===== config.mk =====
export PLATFORM = sky130hd
export DESIGN_NAME = prog_loader
export DESIGN_NICKNAME = d
export VERILOG_FILES = /design/src/rtl/prog_loader.sv
export SDC_FILE = /design/constraint.sdc
export NUM_CORES = 1
export LEC_CHECK = 0
export BUFFER_PORTS_ARGS = -buffer_cell sky130_fd_sc_hd__buf_4
export CAP_MARGIN = 10
export CORE_UTILIZATION = 60
export DETAILED_ROUTE_END_ITERATION = 10
export PLACE_DENSITY_LB_ADDON = 0.08
export SLEW_MARGIN = 30
export SYNTH_ARGS = -nofsm -noshare
export SYNTH_HDL_FRONTEND = slang
export SYNTH_SLANG_ARGS = --single-unit

===== constraint.sdc =====
create_clock -name clk -period 3 [get_ports clk]
set_input_delay 0.6 -clock clk [delete_from_list [all_inputs] [get_ports clk]]
set_output_delay 0.6 -clock clk [all_outputs]
set_load 0.02 [all_outputs]

===== src/rtl/prog_loader.sv =====
// prog_loader: turns a byte stream into GrainFlex scan-chain programming
// signals (prog_clk/prog_rst/prog_en/prog_din). It can also re-stream the same
// bitstream in verify mode and flag any bit where the chain output differs.
module prog_loader #(
  parameter int CHAIN_LEN  = 1024,
  parameter int CLK_DIV    = 2,
  parameter int RST_CYCLES = 4
) (
  input  logic       clk,
  input  logic       rst_n,
  input  logic       start,
  input  logic       verify,
  input  logic [7:0] s_data,
  input  logic       s_valid,
  output logic       s_ready,
  output logic       prog_clk,
  output logic       prog_rst,
  output logic       prog_en,
  output logic       prog_din,
  input  logic       prog_dout,
  output logic       busy,
  output logic       done,
  output logic       error
);

  // Counter widths. The bit counter must be able to hold CHAIN_LEN itself.
  localparam int BIT_W = $clog2(CHAIN_LEN + 1);
  localparam int DIV_W = (CLK_DIV > 1) ? $clog2(CLK_DIV) : 1;
  localparam int RCW   = (RST_CYCLES > 1) ? $clog2(RST_CYCLES) : 1;

  localparam logic [BIT_W-1:0] BIT_LAST = BIT_W'(CHAIN_LEN - 1);
  localparam logic [DIV_W-1:0] DIV_LAST = DIV_W'(CLK_DIV - 1);
  localparam logic [RCW-1:0]   RST_LAST = RCW'(RST_CYCLES - 1);

  localparam logic [2:0] S_IDLE     = 3'd0;
  localparam logic [2:0] S_CRST     = 3'd1;
  localparam logic [2:0] S_FETCH    = 3'd2;
  localparam logic [2:0] S_SHIFT_LO = 3'd3;
  localparam logic [2:0] S_SHIFT_HI = 3'd4;
  localparam logic [2:0] S_FINISH   = 3'd5;

  logic [2:0]       state;
  logic [2:0]       state_nxt;
  logic [DIV_W-1:0] div_cnt;
  logic [RCW-1:0]   rst_cnt;
  logic [BIT_W-1:0] bit_cnt;
  logic [2:0]       bit_idx;
  logic             vfy_mode;
  logic [7:0]       sreg;

  logic hs;
  logic phase_end;
  logic lo_end;
  logic hi_end;
  logic last_bit;
  logic nxt_shift;
  logic nxt_active;

  // The byte port is open only while waiting for a byte.
  assign s_ready   = (state == S_FETCH);
  assign hs        = s_ready & s_valid;
  assign phase_end = (div_cnt == DIV_LAST);
  assign lo_end    = (state == S_SHIFT_LO) & phase_end;
  assign hi_end    = (state == S_SHIFT_HI) & phase_end;
  assign last_bit  = (bit_cnt == BIT_LAST);

  // Outputs are registered from the next state so pin timing matches the
  // state the FSM is in during that cycle.
  assign nxt_shift  = (state_nxt == S_SHIFT_LO) | (state_nxt == S_SHIFT_HI);
  assign nxt_active = (state_nxt == S_FETCH) | nxt_shift;

  // Next-state selection for the programming sequence.
  always_comb begin
    state_nxt = state;
    case (state)
      S_IDLE: begin
        if (start) begin
          state_nxt = verify ? S_FETCH : S_CRST;
        end
      end
      S_CRST: begin
        if (rst_cnt == RST_LAST) begin
          state_nxt = S_FETCH;
        end
      end
      S_FETCH: begin
        if (s_valid) begin
          state_nxt = S_SHIFT_LO;
        end
      end
      S_SHIFT_LO: begin
        if (phase_end) begin
          state_nxt = S_SHIFT_HI;
        end
      end
      S_SHIFT_HI: begin
        // The final byte may be partial: stop on the chain length, never on
        // the byte boundary, so no extra byte is requested.
        if (phase_end) begin
          if (last_bit) begin
            state_nxt = S_FINISH;
          end else if (bit_idx == 3'd0) begin
            state_nxt = S_FETCH;
          end else begin
            state_nxt = S_SHIFT_LO;
          end
        end
      end
      S_FINISH: begin
        state_nxt = S_IDLE;
      end
      default: begin
        state_nxt = S_IDLE;
      end
    endcase
  end

  // Control state, counters, registered pins and the verify flag.
  always_ff @(posedge clk or negedge rst_n) begin
    if (!rst_n) begin
      state    <= S_IDLE;
      div_cnt  <= '0;
      rst_cnt  <= '0;
      bit_cnt  <= '0;
      bit_idx  <= 3'd0;
      vfy_mode <= 1'b0;
      prog_clk <= 1'b0;
      prog_rst <= 1'b0;
      prog_en  <= 1'b0;
      prog_din <= 1'b0;
      busy     <= 1'b0;
      done     <= 1'b0;
      error    <= 1'b0;
    end else begin
      state    <= state_nxt;
      prog_clk <= (state_nxt == S_SHIFT_HI);
      prog_rst <= (state_nxt == S_CRST);
      prog_en  <= nxt_active;
      busy     <= nxt_active | (state_nxt == S_CRST);
      done     <= (state_nxt == S_FINISH);

      // Chain-reset hold counter runs only while staying in CRST.
      if ((state == S_CRST) && (state_nxt == S_CRST)) begin
        rst_cnt <= rst_cnt + 1'b1;
      end else begin
        rst_cnt <= '0;
      end

      // Half-period divider restarts at every phase boundary.
      if (((state == S_SHIFT_LO) || (state == S_SHIFT_HI)) && !phase_end) begin
        div_cnt <= div_cnt + 1'b1;
      end else begin
        div_cnt <= '0;
      end

      if ((state == S_IDLE) && start) begin
        vfy_mode <= verify;
        error    <= 1'b0;
        bit_cnt  <= '0;
      end

      if (hs) begin
        bit_idx  <= 3'd7;
        prog_din <= s_data[7];
      end

      // Sample the chain output at the end of the low phase, before the
      // rising prog_clk shifts the chain.
      if (lo_end && vfy_mode && (prog_dout != prog_din)) begin
        error <= 1'b1;
      end

      if (hi_end) begin
        bit_cnt <= bit_cnt + 1'b1;
        if (state_nxt == S_SHIFT_LO) begin
          bit_idx  <= bit_idx - 1'b1;
          prog_din <= sreg[6];
        end
      end
    end
  end

  // Byte shift register; bit 7 is always the bit currently on prog_din.
  always_ff @(posedge clk) begin
    if (hs) begin
      sreg <= s_data;
    end else if (hi_end && (state_nxt == S_SHIFT_LO)) begin
      sreg <= {sreg[6:0], 1'b0};
    end
  end

endmodule


==> results.sh, run 1 <==
export IMPL_status="finished, final reports clean"
export IMPL_synth_async_reset_ratio_pct=80.0
export IMPL_syn_nets=178
export IMPL_fin_util_pct=71.4
export IMPL_hpwlAfterDp_mm=2.36
export IMPL_fin_setup_tns_ns=0
export IMPL_layout_common_cells="dfrtp_1, buf_4, nand2_1"
export IMPL_yosys_cell_types_count=47
export IMPL_drive_gt1_share_pct=18.6
export IMPL_cts_resized=0
export IMPL_initial_utilization_pct=63.9
export IMPL_leakagePower_nw=0.921
export IMPL_synth_area_leaders="dfrtp_1, edfxtp_1, mux2_1, nand2_1, ha_1"
export IMPL_post_route_period_util_pct=66.0
export IMPL_reg2regPathDepth=4
export IMPL_gp_congestion=0.856
export IMPL_clkPwrFrac_pct=15.9
export IMPL_row_count=19
export IMPL_grt_pass1_vias=1246
export IMPL_worstHoldPathType="in -> async"
export IMPL_use_met1_pct=28.5
export IMPL_worstPathRequired_ns=3.23
export IMPL_synth_avg_cell_area_sq_um=11.0
export IMPL_crit_arrival_ns=2.21
export IMPL_use_met2_pct=35.0
export IMPL_gr_total_overflow=0
export IMPL_synthFlopType="dfrtp_1"
export IMPL_drc_errors=0
export IMPL_post_place_ws_ns=1.02
export IMPL_die_height_um=56.2
export IMPL_max_slew_margin_pct=68.1
export IMPL_worstSetupPathType="reg -> reg"
export IMPL_max_vdd_ir_drop_v=0.000650
export IMPL_wl_per_cell_um=15.2
export IMPL_power_density_mw_per_mm2=749
export IMPL_power_frac_comb_pct=34.9
export IMPL_core_sq_mm=0.00276
export IMPL_nNetsFinal=201
export IMPL_finalWorstSetupSlack_ns=1.02
export IMPL_n_fill_cell=210
export IMPL_via_per_inst=6.05
export IMPL_slew_violations=0
export IMPL_clk_pin_slew_ns=0.10
export IMPL_ctsHoldBuffers=0
export IMPL_ys_seq_elements=35
export IMPL_clock_sinks=35
export IMPL_fmax_mhz=505
export IMPL_fin_cells=214
export IMPL_fin_worst_skew_ns=0.00948
export IMPL_setup_viol=0
export IMPL_crit_fanout=15
export IMPL_worst_setup_path_end_kind="flop"
export IMPL_synth_cells=160
export IMPL_place_inst=207
export IMPL_clk_path_buf_depth=2
export IMPL_grt_busiest_layer="met2"
export IMPL_timing_rr_end="prog_din"
export IMPL_worst_pin_slew_ns=0.473
export IMPL_start_kind="flop"
export IMPL_swShare_pct=36.2
export IMPL_yosysTopAreaCell="dfrtp_1"
export IMPL_antenna_found_initial=0
export IMPL_ff2ff_setup_slack_ns=1.02
export IMPL_seq_power_share_pct=49.2
export IMPL_firstDrtPassIters=4
export IMPL_grt_pass1_wl_mm=5.31
export IMPL_final_common_cell="dfrtp_1"
export IMPL_htreeDepth=2
export IMPL_dieArea_sq_mm=0.00316
export IMPL_portBuffers=21
export IMPL_design_portCount=22
export IMPL_grt_use_total_pct=22.6
export IMPL_cts_made_buffers=5
export IMPL_grt_start_max_net_pins=29
export IMPL_cpLargestDelayFamily="simple AND/OR/NAND/NOR gates"
export IMPL_hold_viol=0
export IMPL_fin_crit_ns=1.98
export IMPL_cts_root_buffer="clkbuf_4"
export IMPL_vias=1294
export IMPL_areaGrowthSynthToFinish_pct=11.8
export IMPL_synth_top_area_share_pct=39.8
export IMPL_fin_hold_ws_ns=0.150
export IMPL_rsz0062_at_grt="false"
export IMPL_clk_latency_ns=0.34
export IMPL_path_buf_inv=0
export IMPL_timing_rr_start="state[0]"
export IMPL_use_met3_pct=5.35
export IMPL_detail_route_antenna_nets=0
export IMPL_p_int_w=0.000940
export IMPL_yosysWarnings=0
export IMPL_drv_cap=0
export IMPL_antenna_cells=0
export IMPL_die_w_um=56.2
export IMPL_cts_tree="built"
export IMPL_synth_edff_count=7
export IMPL_routed_wl_mm=3.24
export IMPL_postCtsSetupBuffers=0
export IMPL_netlist_area_sq_mm=0.00176
export IMPL_cp_slowest_cell="dfrtp_1"
export IMPL_synth_yosys_seq_area_share_pct=51.7
export IMPL_drtIter0Drc=55
export IMPL_p_switching_w=0.000534
export IMPL_slowest_delay_ns=0.51
export IMPL_cp_cell_sequence="nand4bb_4 -> a41oi_2 -> and2_1 -> mux2_1"
per-layer routing:
metal  up-vias  wire length, um
met4         0               78
met3        10              172
li1        624                -
met2        41             1500
met1       619             1490
met5         -                0
cells by family after synthesis:
logic type / share of synthesized area [%]
fa+ha+maj: 2.84
compound gates: 13.9
mux: 7.39
simple gates: 19.2
xor+xnor: 0.497
flops: 51.7
buf+inv: 4.47
layout make-up:
| cell class | count | area (sq um) | area share (%) |
|---|---|---|---|
| Inverter | 10 | 37.5 | 1.91 |
| Multi-Input combinational cell | 109 | 772 | 39.2 |
| Timing Repair Buffer | 22 | 165 | 8.39 |
| Tap cell | 31 | 38.8 | 1.97 |
| Clock buffer | 7 | 45.0 | 2.29 |
| Sequential cell | 35 | 911 | 46.3 |
registers in the layout, indices dropped and copies added (netlist names), 2 cells and up:
name	flops
bit_idx	3
rst_cnt	2
sreg	7
state	3
bit_cnt	11
how the worst max path moves through the flow:
stage                          start  endpoint  slack [ns]  cells after the start
after CTS                   state[0]  prog_din        1.03                      4
final                       state[0]  prog_din        1.02                      4
after global placement      state[0]  prog_din        1.12                      4
after detailed placement    state[0]   sreg[0]        1.02                      4
after floorplan           bit_cnt[0]  prog_din        1.30                      5
after global routing        state[0]   sreg[4]        0.89                      4
power by group through the flow:
stage	Sequential (W)	Combinational, W	Clock (W)
floorplan	0.000723	0.000369	0
global placement	0.000724	0.000496	0
detailed placement	0.000734	0.000516	0
CTS	0.000723	0.000517	0.000240
global route	0.000741	0.000563	0.000254
finish	0.000726	0.000514	0.000234
through the flow:
stage / cell area, sq um / power, W
final: 1970 / 0.00147
after global routing: 1970 / 0.00156
after CTS: 1970 / 0.00148
after detailed placement: 1920 / 0.00125
after global placement: 1920 / 0.00122
after floorplan: 1760 / 0.00109
synthesized netlist by cell type, types with 3 or more instances:
master    number
a21oi_1        5
a22o_1         3
and2_1         4
and3_1         3
buf_2          3
dfrtp_1       28
edfxtp_1       7
ha_1           4
inv_1         10
mux2_1         7
mux2i_1        4
nand2_1       15
nand2b_1       4
nand3_1        5
nor2_1        12
nor4_1         3
o21ai_0        5
o21ai_1        4
No activity file was read; power rests on OpenSTA's default activity.
==> run 2, diff against run 1 <==
- CORE_UTILIZATION: 60 -> 57
- clock period: 3 -> 2 ns (I/O delays scaled with it)
==> results.sh, run 2 (synthesized netlist as in run 1, its figures left out) <==
export IMPL_clock_sinks=35
export IMPL_routed_wl_mm=3.38
export IMPL_cp_slowest_cell="dfrtp_1"
export IMPL_initial_utilization_pct=61.8
export IMPL_dieArea_sq_mm=0.00332
export IMPL_row_count=19
export IMPL_path_buf_inv=1
export IMPL_grt_pass1_wl_mm=5.85
export IMPL_crit_fanout=7
export IMPL_setup_viol=0
export IMPL_worstPathRequired_ns=2.03
export IMPL_cts_made_buffers=5
export IMPL_worst_pin_slew_ns=0.483
export IMPL_core_sq_mm=0.00285
export IMPL_start_kind="flop"
export IMPL_die_height_um=57.6
export IMPL_htreeDepth=2
export IMPL_fin_setup_tns_ns=0
export IMPL_slew_violations=0
export IMPL_largest_reg_flops=11
export IMPL_worst_setup_path_end_kind="flop"
export IMPL_fin_worst_skew_ns=0.00406
export IMPL_areaGrowthSynthToFinish_pct=13.6
export IMPL_gr_total_overflow=0
export IMPL_violations="design-rule violations"
export IMPL_portBuffers=21
export IMPL_crit_cells=5
export IMPL_design_portCount=22
export IMPL_vias=1319
export IMPL_clk_pin_slew_ns=0.09
export IMPL_fin_crit_ns=1.87
export IMPL_leakagePower_nw=0.938
export IMPL_wl_per_cell_um=15.5
export IMPL_max_vdd_ir_drop_v=0.000808
export IMPL_hpwlAfterDp_mm=2.55
export IMPL_grt_use_total_pct=24.3
export IMPL_totalPowerFinal_w=0.00222
export IMPL_gp_congestion=0.795
export IMPL_drv_cap=0
export IMPL_cts_tree="built"
export IMPL_rsz0062_at_grt="false"
export IMPL_via_per_inst=6.05
export IMPL_antenna_cells=0
export IMPL_top_register="bit_cnt"
export IMPL_power_density_mw_per_mm2=1110
export IMPL_n_fill_cell=221
export IMPL_worstHoldPathCells=2
export IMPL_max_slew_margin_pct=67.5
export IMPL_drc_errors=1
export IMPL_die_w_um=57.6
export IMPL_nNetsFinal=204
export IMPL_fmax_mhz=535
export IMPL_detail_route_antenna_nets=0
export IMPL_crit_arrival_ns=1.90
export IMPL_antenna_found_initial=0
export IMPL_worstSetupPathType="reg -> reg"
export IMPL_status="finished with violations"
export IMPL_fin_hold_ws_ns=0.341
export IMPL_final_common_cell="dfrtp_1"
export IMPL_grt_pass1_vias=1332
export IMPL_layout_common_cells="dfrtp_1, buf_4, nand2_1"
export IMPL_hold_viol=0
export IMPL_grt_start_max_net_pins=29
export IMPL_cp_cell_sequence="ha_1 -> and2_1 -> a41oi_2 -> a21oi_1 -> inv_1"
export IMPL_firstDrtPassIters=7
export IMPL_top_regs="bit_cnt: 11 flops, sreg: 7 flops"
export IMPL_slowest_delay_ns=0.43
export IMPL_cpLargestDelayFamily="compound AO/OA/AOI/OAI gates"
export IMPL_post_route_period_util_pct=93.5
export IMPL_drtIter0Drc=36
export IMPL_cts_root_buffer="clkbuf_4"
export IMPL_clk_path_buf_depth=2
export IMPL_reg2regPathDepth=5
export IMPL_worstHoldPathType="in -> reg"
export IMPL_drive_gt1_share_pct=19.8
export IMPL_clk_latency_ns=0.34
run 2: cell types whose count changed in the layout (fill, tap and decap cells not counted), sizes merged:
cell / delta
buf: +2
clkbuf: -1
clkinv: +2
dlygate4sd3: +1
run 2: layout make-up:
cell class              instances  area [sq um]  share of cell area [%]
clock buffers                   6          41.3                    2.06
repair buffers                 25           190                    9.51
multi-input cells             109           774                    38.7
inverters                      10          37.5                    1.88
clock inverters                 2          7.51                   0.375
well taps                      31          38.8                    1.94
flip-flops and latches         35           911                    45.5
run 2: what timing repair did:
| item | in CTS | in global routing |
|---|---|---|
| endpoints found under the hold margin | 28 | 0 |
| hold buffers | 1 | 0 |
| buffers inserted | 0 | 0 |
| resized for setup | 0 | 1 |
| endpoints found under the setup margin | 0 | 1 |
run 2: path summary, 6_finish.rpt:
kind                            start          to  slack (ns)
setup / recovery           bit_cnt[0]     sreg[3]        0.13
hold / removal              s_data[0]     sreg[0]        0.34
setup reg to reg           bit_cnt[0]     sreg[3]        0.13
hold reg to reg            rst_cnt[0]  rst_cnt[0]        0.44
max in group asynchronous       rst_n  bit_idx[0]        1.24
min in group asynchronous       rst_n  bit_cnt[5]        0.50
run 2: metrics by stage:
step           setup slack (ns)  utilization, %  instance area [sq um]  instances
4_1_cts                   0.132            70.0                   2000        218
2_1_floorplan             0.301               -                   1760        160
3_3_place_gp              0.230            68.0                   1940        209
6_report                  0.130            70.1                   2000        218
3_5_place_dp              0.149            68.0                   1940        209
5_1_grt                  0.0239            70.1                   2000        218
run 2: report_power, final:
part | switching [W] | internal, W
Sequential | 0.000175 | 0.000918
Combinational | 0.000409 | 0.000367
Clock | 0.000218 | 0.000130
Total | 0.000803 | 0.00142
run 2: metal layers:
layer | global-route usage [%] | vias to the layer above | part of all wire, %
li1 | - | 634 | -
met1 | 27.4 | 654 | 41
met2 | 41.7 | 27 | 54
met3 | 8.62 | 4 | 4.3
met4 | 9.76 | 0 | 1.1
met5 | 0 | - | 0
run 2: worst register-to-register path: stages, from the launching register on:
cell	delay [ns]
dfrtp_1	0.43
ha_1	0.27
and2_1	0.20
a41oi_2	0.30
a21oi_1	0.14
inv_1	0.23
